[src/rtl/capture_pkg.sv]
// Shared definitions for the logic-analyzer capture controller: FSM state
// encoding and default capture window geometry.
package capture_pkg;

    typedef enum logic [2:0] {
        ST_IDLE      = 3'd0,
        ST_PRETRIG   = 3'd1,
        ST_WAIT_TRIG = 3'd2,
        ST_POSTTRIG  = 3'd3,
        ST_HOLD      = 3'd4
    } state_t;

    localparam int DEF_PRE_SAMPLES      = 160;
    localparam int DEF_SAMPLE_BUFF_SIZE = 640;

endpackage

[src/rtl/capture_controller_if.sv]
// Control/status bundle between the capture controller and its environment.
// CAPTURE_AUTO_TRIG_EN adds the auto-trigger timeout input and fired pulse.
interface capture_controller_if #(
    parameter int CHANNEL_COUNT = 10,
    parameter int DIV_WIDTH     = 32
);
    logic                             arm;
    logic                             continuous;
    logic [CHANNEL_COUNT-1:0]         chan_in;
    logic [$clog2(CHANNEL_COUNT)-1:0] trig_chan;
    logic                             trig_rising;
    logic [DIV_WIDTH-1:0]             rate_div;
    logic                             shift;
    logic [CHANNEL_COUNT-1:0]         sample_out;
    logic [2:0]                       state;
    logic                             done;
`ifdef CAPTURE_AUTO_TRIG_EN
    logic [DIV_WIDTH-1:0]             auto_timeout;
    logic                             auto_fired;

    modport master (
        output arm, continuous, chan_in, trig_chan, trig_rising, rate_div, auto_timeout,
        input  shift, sample_out, state, done, auto_fired
    );
    modport slave (
        input  arm, continuous, chan_in, trig_chan, trig_rising, rate_div, auto_timeout,
        output shift, sample_out, state, done, auto_fired
    );
`else
    modport master (
        output arm, continuous, chan_in, trig_chan, trig_rising, rate_div,
        input  shift, sample_out, state, done
    );
    modport slave (
        input  arm, continuous, chan_in, trig_chan, trig_rising, rate_div,
        output shift, sample_out, state, done
    );
`endif
endinterface

[src/rtl/capture_controller_divider.sv]
// Free-running sample-rate divider: tick_o is high for the cycle in which the
// count equals rate_div_i, after which the count wraps to zero.
module sample_rate_divider #(
    parameter int DIV_WIDTH = 32
) (
    input  logic                 clk,
    input  logic                 reset,
    input  logic [DIV_WIDTH-1:0] rate_div_i,
    output logic                 tick_o
);
    localparam logic [DIV_WIDTH-1:0] CNT_ZERO = {DIV_WIDTH{1'b0}};
    localparam logic [DIV_WIDTH-1:0] CNT_ONE  = {{(DIV_WIDTH-1){1'b0}}, 1'b1};

    logic [DIV_WIDTH-1:0] cnt_q;
    logic [DIV_WIDTH-1:0] cnt_d;

    // Live compare: a shortened rate_div below the current count falls
    // through to the natural all-ones overflow.
    assign tick_o = (cnt_q == rate_div_i);

    // Next count: wrap on tick, otherwise increment.
    always_comb begin
        cnt_d = cnt_q + CNT_ONE;
        if (tick_o) begin
            cnt_d = CNT_ZERO;
        end else begin
            cnt_d = cnt_q + CNT_ONE;
        end
    end

    // Counter register.
    always_ff @(posedge clk or posedge reset) begin
        if (reset) begin
            cnt_q <= CNT_ZERO;
        end else begin
            cnt_q <= cnt_d;
        end
    end
endmodule

[src/rtl/capture_controller.sv]
// Capture sequencer: synchronises channels, detects the trigger edge and
// gates SIPO shifting through pre/post-trigger windows. Optional
// CAPTURE_AUTO_TRIG_EN forces a trigger after auto_timeout idle ticks.
module capture_controller
    import capture_pkg::*;
#(
    parameter int CHANNEL_COUNT    = 10,
    parameter int SAMPLE_BUFF_SIZE = DEF_SAMPLE_BUFF_SIZE,
    parameter int PRE_SAMPLES      = DEF_PRE_SAMPLES,
    parameter int DIV_WIDTH        = 32
) (
    input  logic                clk,
    input  logic                reset,
    capture_controller_if.slave bus
);
    localparam int SEL_W = $clog2(CHANNEL_COUNT);
    localparam int CNT_W = $clog2(SAMPLE_BUFF_SIZE + 1);
    localparam logic [CNT_W-1:0] SCNT_ZERO = {CNT_W{1'b0}};
    localparam logic [CNT_W-1:0] SCNT_ONE  = {{(CNT_W-1){1'b0}}, 1'b1};
    localparam logic [CNT_W-1:0] PRE_LAST  = CNT_W'(PRE_SAMPLES);
    localparam logic [CNT_W-1:0] POST_LAST = CNT_W'(SAMPLE_BUFF_SIZE - PRE_SAMPLES - 1);
    localparam logic [CHANNEL_COUNT-1:0] CH_ZERO = {CHANNEL_COUNT{1'b0}};

    logic [CHANNEL_COUNT-1:0] sync1_q;
    logic [CHANNEL_COUNT-1:0] sync2_q;
    logic [CHANNEL_COUNT-1:0] sample_q;
    logic                     shift_q;
    logic                     done_q;
    state_t                   state_q;
    state_t                   state_d;
    logic [CNT_W-1:0]         scnt_q;
    logic [CNT_W-1:0]         scnt_d;
    logic [CNT_W-1:0]         scnt_inc_s;
    logic                     tick_s;
    logic                     active_s;
    logic                     cur_s;
    logic                     prev_s;
    logic                     edge_s;
    logic                     fire_s;

    sample_rate_divider #(.DIV_WIDTH(DIV_WIDTH)) u_div (
        .clk        (clk),
        .reset      (reset),
        .rate_div_i (bus.rate_div),
        .tick_o     (tick_s)
    );

    assign scnt_inc_s = scnt_q + SCNT_ONE;
    assign active_s   = (state_q == ST_PRETRIG) || (state_q == ST_WAIT_TRIG) ||
                        (state_q == ST_POSTTRIG);

    // Trigger channel select; sample_q doubles as the edge history since it
    // is reloaded on every tick regardless of state.
    always_comb begin
        cur_s  = 1'b0;
        prev_s = 1'b0;
        for (int i = 0; i < CHANNEL_COUNT; i++) begin
            cur_s  = cur_s  | (sync2_q[i]  & (bus.trig_chan == SEL_W'(i)));
            prev_s = prev_s | (sample_q[i] & (bus.trig_chan == SEL_W'(i)));
        end
        edge_s = bus.trig_rising ? (cur_s & ~prev_s) : (~cur_s & prev_s);
    end

`ifdef CAPTURE_AUTO_TRIG_EN
    localparam logic [DIV_WIDTH-1:0] TCNT_ZERO = {DIV_WIDTH{1'b0}};
    localparam logic [DIV_WIDTH-1:0] TCNT_ONE  = {{(DIV_WIDTH-1){1'b0}}, 1'b1};
    logic [DIV_WIDTH-1:0] tcnt_q;
    logic [DIV_WIDTH-1:0] tcnt_d;
    logic [DIV_WIDTH-1:0] tcnt_inc_s;
    logic                 auto_fired_q;

    assign tcnt_inc_s = tcnt_q + TCNT_ONE;
    assign fire_s = (state_q == ST_WAIT_TRIG) && tick_s && !edge_s &&
                    (bus.auto_timeout != TCNT_ZERO) && (tcnt_inc_s == bus.auto_timeout);
    assign bus.auto_fired = auto_fired_q;

    // Timeout count of edgeless ticks spent in WAIT_TRIG.
    always_comb begin
        tcnt_d = TCNT_ZERO;
        if (state_q != ST_WAIT_TRIG) begin
            tcnt_d = TCNT_ZERO;
        end else if (tick_s) begin
            tcnt_d = tcnt_inc_s;
        end else begin
            tcnt_d = tcnt_q;
        end
    end

    // Timeout counter and fired pulse registers.
    always_ff @(posedge clk or posedge reset) begin
        if (reset) begin
            tcnt_q       <= TCNT_ZERO;
            auto_fired_q <= 1'b0;
        end else begin
            tcnt_q       <= tcnt_d;
            auto_fired_q <= fire_s;
        end
    end
`else
    assign fire_s = 1'b0;
`endif

    // FSM next state and sample counter.
    always_comb begin
        state_d = state_q;
        scnt_d  = scnt_q;
        case (state_q)
            ST_IDLE: begin
                if (bus.arm) begin
                    state_d = ST_PRETRIG;
                    scnt_d  = SCNT_ZERO;
                end else begin
                    state_d = ST_IDLE;
                end
            end
            ST_PRETRIG: begin
                if (tick_s) begin
                    scnt_d  = scnt_inc_s;
                    state_d = (scnt_inc_s >= PRE_LAST) ? ST_WAIT_TRIG : ST_PRETRIG;
                end else begin
                    state_d = ST_PRETRIG;
                end
            end
            ST_WAIT_TRIG: begin
                if ((tick_s && edge_s) || fire_s) begin
                    state_d = ST_POSTTRIG;
                    scnt_d  = SCNT_ZERO;
                end else begin
                    state_d = ST_WAIT_TRIG;
                end
            end
            ST_POSTTRIG: begin
                if (tick_s) begin
                    scnt_d  = scnt_inc_s;
                    state_d = (scnt_inc_s >= POST_LAST) ? ST_HOLD : ST_POSTTRIG;
                end else begin
                    state_d = ST_POSTTRIG;
                end
            end
            ST_HOLD: begin
                if (bus.continuous ? tick_s : bus.arm) begin
                    state_d = ST_PRETRIG;
                    scnt_d  = SCNT_ZERO;
                end else begin
                    state_d = ST_HOLD;
                end
            end
            default: begin
                state_d = ST_IDLE;
                scnt_d  = SCNT_ZERO;
            end
        endcase
    end

    // Synchroniser, sample/shift outputs and FSM state registers.
    always_ff @(posedge clk or posedge reset) begin
        if (reset) begin
            sync1_q  <= CH_ZERO;
            sync2_q  <= CH_ZERO;
            sample_q <= CH_ZERO;
            shift_q  <= 1'b0;
            done_q   <= 1'b0;
            state_q  <= ST_IDLE;
            scnt_q   <= SCNT_ZERO;
        end else begin
            sync1_q  <= bus.chan_in;
            sync2_q  <= sync1_q;
            sample_q <= tick_s ? sync2_q : sample_q;
            shift_q  <= tick_s & active_s;
            done_q   <= (state_q == ST_HOLD) && (state_d == ST_HOLD);
            state_q  <= state_d;
            scnt_q   <= scnt_d;
        end
    end

    assign bus.shift      = shift_q;
    assign bus.sample_out = sample_q;
    assign bus.state      = state_q;
    assign bus.done       = done_q;
endmodule

[src/flat_wrapper.sv]
// flat-port wrapper written by rule: the top's interface ports become plain ports
module capture_controller_flat import capture_pkg::*;
#(
    parameter int CHANNEL_COUNT    = 10,
    parameter int SAMPLE_BUFF_SIZE = DEF_SAMPLE_BUFF_SIZE,
    parameter int PRE_SAMPLES      = DEF_PRE_SAMPLES,
    parameter int DIV_WIDTH        = 32
)
  (clk, reset, bus_arm, bus_continuous, bus_chan_in, bus_trig_chan, bus_trig_rising, bus_rate_div, bus_shift, bus_sample_out, bus_state, bus_done);
  capture_controller_if #(.CHANNEL_COUNT(CHANNEL_COUNT), .DIV_WIDTH(DIV_WIDTH)) bus_i ();
  input  logic clk;
  input  logic reset;
  input wire logic [$bits(bus_i.arm)-1:0] bus_arm;
  input wire logic [$bits(bus_i.continuous)-1:0] bus_continuous;
  input wire logic [$bits(bus_i.chan_in)-1:0] bus_chan_in;
  input wire logic [$bits(bus_i.trig_chan)-1:0] bus_trig_chan;
  input wire logic [$bits(bus_i.trig_rising)-1:0] bus_trig_rising;
  input wire logic [$bits(bus_i.rate_div)-1:0] bus_rate_div;
  output wire logic [$bits(bus_i.shift)-1:0] bus_shift;
  output wire logic [$bits(bus_i.sample_out)-1:0] bus_sample_out;
  output wire logic [$bits(bus_i.state)-1:0] bus_state;
  output wire logic [$bits(bus_i.done)-1:0] bus_done;
  assign bus_i.arm = bus_arm;
  assign bus_i.continuous = bus_continuous;
  assign bus_i.chan_in = bus_chan_in;
  assign bus_i.trig_chan = bus_trig_chan;
  assign bus_i.trig_rising = bus_trig_rising;
  assign bus_i.rate_div = bus_rate_div;
  assign bus_shift = bus_i.shift;
  assign bus_sample_out = bus_i.sample_out;
  assign bus_state = bus_i.state;
  assign bus_done = bus_i.done;
  capture_controller #(.CHANNEL_COUNT(CHANNEL_COUNT), .SAMPLE_BUFF_SIZE(SAMPLE_BUFF_SIZE), .PRE_SAMPLES(PRE_SAMPLES), .DIV_WIDTH(DIV_WIDTH)) u_core (.clk(clk), .reset(reset), .bus(bus_i));
endmodule
[config.mk]
export PLATFORM = sky130hd
export DESIGN_NAME = capture_controller_flat
export DESIGN_NICKNAME = d
export VERILOG_FILES = /design/src/rtl/capture_pkg.sv /design/src/rtl/capture_controller_if.sv /design/src/rtl/capture_controller_divider.sv /design/src/rtl/capture_controller.sv /design/src/flat_wrapper.sv
export SDC_FILE = /design/constraint.sdc
export NUM_CORES = 1
export LEC_CHECK = 0
export ABC_AREA = 1
export BUFFER_PORTS_ARGS = -buffer_cell sky130_fd_sc_hd__buf_2
export CORE_MARGIN = 4
export CORE_UTILIZATION = 45
export CTS_BUF_LIST = sky130_fd_sc_hd__clkbuf_8 sky130_fd_sc_hd__clkbuf_16
export CTS_CLUSTER_DIAMETER = 30
export DETAILED_ROUTE_END_ITERATION = 7
export PLACE_DENSITY = 0.66
export REMOVE_ABC_BUFFERS = 1
export SYNTH_ARGS = -nofsm -noshare
export SYNTH_HDL_FRONTEND = slang
export SYNTH_SLANG_ARGS = --single-unit
[constraint.sdc]
create_clock -name clk -period 2.7 [get_ports clk]
set_input_delay 0 -clock clk [delete_from_list [all_inputs] [get_ports clk]]
set_output_delay 0 -clock clk [all_outputs]
set_load 0.01 [all_outputs]
==> metrics <==
status=finished clean; Reg clk slew, reported paths=~90 ps; number of detailed-route iterations in the first pass=5; clock root buffer=clkbuf_8; post-synthesis to final-layout area growth=17.9%; worst voltage drop across the vdd grid=about 0.24 mV; clock latency reported for the late side of the worst-skew pair=360 ps; number of distinct library cells after synthesis=35; via count of the first global-routing pass=~3.8k; Power Density=between 400 and 500 mW/mm2; count of vias placed by the detailed router=3,818; synthesized netlist cell count=575; reported max-cap violation count=0; Leakage Power=approximately 2.7 nW; TritonCTS clock tree=built; register area share after synthesis=0.446; area of the die=0.0112 mm2; overall routing resource usage=0.191; clock sink total=77; Final #Nets=709; core region area=slightly above 0.009 mm2; initial antenna violation count=0; launch instance of the worst min-delay path=bus_arm; Hold WC Path Type=in2reg; std cell rows=35; most common cell after layout, fill and taps aside=nand2_1; count of state elements after synthesis=slightly below 80; Post-Route Skew=20.4 ps; Worst Setup Path Type=reg2reg; combinational share of power=0.105; buffer levels on the longest clock path=2; filler instances=903; timing-limited maximum frequency=420 MHz; count of warnings emitted by yosys=0; met2 wire len=approximately 4700 um; global-route wire length before repair=between 15,000 and 20,000 um; Die Span X=~110 um; drt first-iter violations=around 170; RSZ-0062 raised after global routing=no; biggest fanout along the worst timing path=17; area of the mapped netlist=between 0.004 and 0.005 mm2; Internal Power=around 1.7 mW; Seq. cell area=0.00193 mm2; pin count of the biggest net entering global routing=78; type of destination of the critical path=flip-flop; total congestion overflow=0; number of placed I/O pins=66; Synth area leader=dfrtp_1; Avg Inst Size Synth=around 7.5 um2; Switching Power=slightly below 700 uW; pin slew with the least headroom to its limit=422 ps; total negative setup slack=0 ps; leading cell types by total area after synthesis=dfrtp_1, nand2_1, nand3_1, xnor2_1, inv_1; hold-critical path endpoint=u_core.bus.done$_DFF_PP0_; part of the power in the clock network=0.368; most frequent cells in the layout=nand2_1, dfrtp_1, buf_2, inv_1, nor2_1; fraction of layout cells with a size suffix above 1=0.180; area used by multi-input combinational logic=~0.0021 mm2; Remaining DRCs=0; detailed-route wire length per cell=between 10 and 15 um; time the final worst path needs with I/O delays and setup=about 2400 ps; power after layout=approximately 2.3 mW; CTS buffer count=9; metal3 WL=between 400 and 500 um; required time worst endpoint=a little under 3000 ps; uppermost layer routed=met4; ANT cells=0; final setup violation count=0; number of input and output port buffers inserted=65; hold violation count in the final report=0; worst reg2reg path depth=14; post-detailed-routing wire length=between 10,000 and 15,000 um; switching power share of the total=0.290; sequential share of power=0.527; portion of synthesized cell area occupied by the leading cell type=0.446; DR vias/cell=about 4.8; DRT met1 WL=4790 um; effective utilization at floorplan=0.466; Slew Limit Headroom=0.717; HPWL after DPL=approximately 7600 um; y dimension of the die=approximately 110 um; Crit path arrival time=2620 ps; share of the clock period used by the worst path after layout=0.883; WHS Path Cells=4; Final GP Congestion=0.879; CP startpoint kind=flip-flop; Reg2Reg Capture Point=u_core.scnt_q[9]$_DFFE_PP0P_; max-slew violation total from the final report=0; Worst R2R Start=u_core.u_div.cnt_q[17]$_DFF_PP0_; Antenna Violating Nets Remaining=0; CTS HTree Levels=3; slack of the worst reg-to-reg path=around 320 ps
==> cells in the mapped netlist <==
master and number:
clkinv_1 1, buf_2 5, nand2_1 174, buf_4 2, nand2_2 3, xor2_1 6, o21ai_0 5, xnor2_1 29
o21a_1 1, nand3_1 55, o21ai_1 2, nor3b_2 2, clkbuf_1 2, nand4_1 9, nor3b_1 3, nor2_2 5
a31oi_1 2, ha_1 3, nand3b_1 2, nor3_1 19, inv_1 63, nor2_4 3, inv_2 10, nand3_2 1
or2_2 3, clkinv_2 1, dfrtp_1 77, a21oi_1 15, nor4_2 1, nor4b_1 1, nor4_1 5, nor3_2 2
nor3_4 1, nand2_4 2, nor2_1 60
==> sequential cells by signal (all words and copies together) (netlist names) <==
signal,flops
u_core.bus.sample_out,10
u_core.sync1_q,10
u_core.bus.done,1
u_core.bus.state,3
u_core.scnt_q,10
u_core.bus.shift,1
u_core.u_div.cnt_q,32
u_core.sync2_q,10
==> layout make-up <==
cell class | instances | area share
Tap cell | 129 | 0.0317
Sequential cell | 77 | 0.378
Inverter | 75 | 0.0555
Clock inverter | 7 | 0.0128
Timing Repair Buffer | 78 | 0.0916
Multi-Input combinational cell | 414 | 0.406
Clock buffer | 9 | 0.0243
==> cell families after synthesis <==
| group | count (synthesis) | share of synthesized area |
|---|---|---|
| DFF | 77 | 0.446 |
| buffers and inverters | 84 | 0.0764 |
| adders and majority gates | 3 | 0.00868 |
| and+or+nand+nor | 351 | 0.368 |
| xor gates and xnor gates | 35 | 0.0709 |
| AOI/OAI and AO/OA | 25 | 0.0301 |
==> metrics by stage <==
stage,cell area (um2),worst slack (ps),instances,hold WS (ps),util
after floorplan,4280,537,566,31.4,-
after global placement,4790,280,762,108,0.516
after detailed placement,4790,220,762,109,0.516
after CTS,5090,205,789,24.4,0.548
after global routing,5090,33.7,789,62.1,0.549
final,5090,317,789,39.9,0.549
==> timing repair <==
item / 4_1_cts / 5_1_grt
hold endpoints to repair: 87 / 0
endpoints found under the setup margin: 0 / 11
resized for setup: 0 / 2
buffers inserted: 0 / 0
hold buffers: 11 / 0
==> how the worst max path moves through the flow <==
stage	startpoint	slack, ps	depth (start not counted)	endpoint
2_1_floorplan	u_core.u_div.cnt_q[19]$_DFF_PP0_	540	14	u_core.scnt_q[0]$_DFFE_PP0P_
3_3_place_gp	u_core.u_div.cnt_q[17]$_DFF_PP0_	280	13	u_core.bus.state[0]$_DFF_PP0_
3_5_place_dp	u_core.u_div.cnt_q[17]$_DFF_PP0_	220	13	u_core.bus.state[0]$_DFF_PP0_
4_1_cts	u_core.u_div.cnt_q[17]$_DFF_PP0_	210	13	u_core.bus.state[0]$_DFF_PP0_
5_1_grt	u_core.u_div.cnt_q[17]$_DFF_PP0_	30	14	u_core.scnt_q[1]$_DFFE_PP0P_
6_report	u_core.u_div.cnt_q[17]$_DFF_PP0_	320	14	u_core.scnt_q[9]$_DFFE_PP0P_
==> critical path: stages (launching register included) <==
cell     delay [ps]
dfrtp_1         440
inv_2           100
nand2_1          50
nand2_1          90
nand2_1          70
nor2_1          180
nand2_1          90
nor2_1          200
nand2_2         290
a21oi_1         210
nand2_1          80
inv_2           160
nand2_2         170
nand2_1         100
nand2_1          50
==> power groups by stage <==
stage | Clock (mW) | Sequential (mW) | Combinational [mW]
CTS | 0.876 | 1.23 | 0.248
finish | 0.862 | 1.23 | 0.245
detailed placement | 0 | 1.26 | 0.236
global placement | 0 | 1.25 | 0.229
floorplan | 0 | 1.25 | 0.152
global route | 0.933 | 1.24 | 0.284
==> routing by layer <==
layer  GRT usage  vias to the layer above
li1            -                     1967
met4      0.0601                        0
met2       0.315                       86
met3      0.0383                       11
met5           0                        -
met1       0.254                     1754
Power figures use the tool's default switching activity.
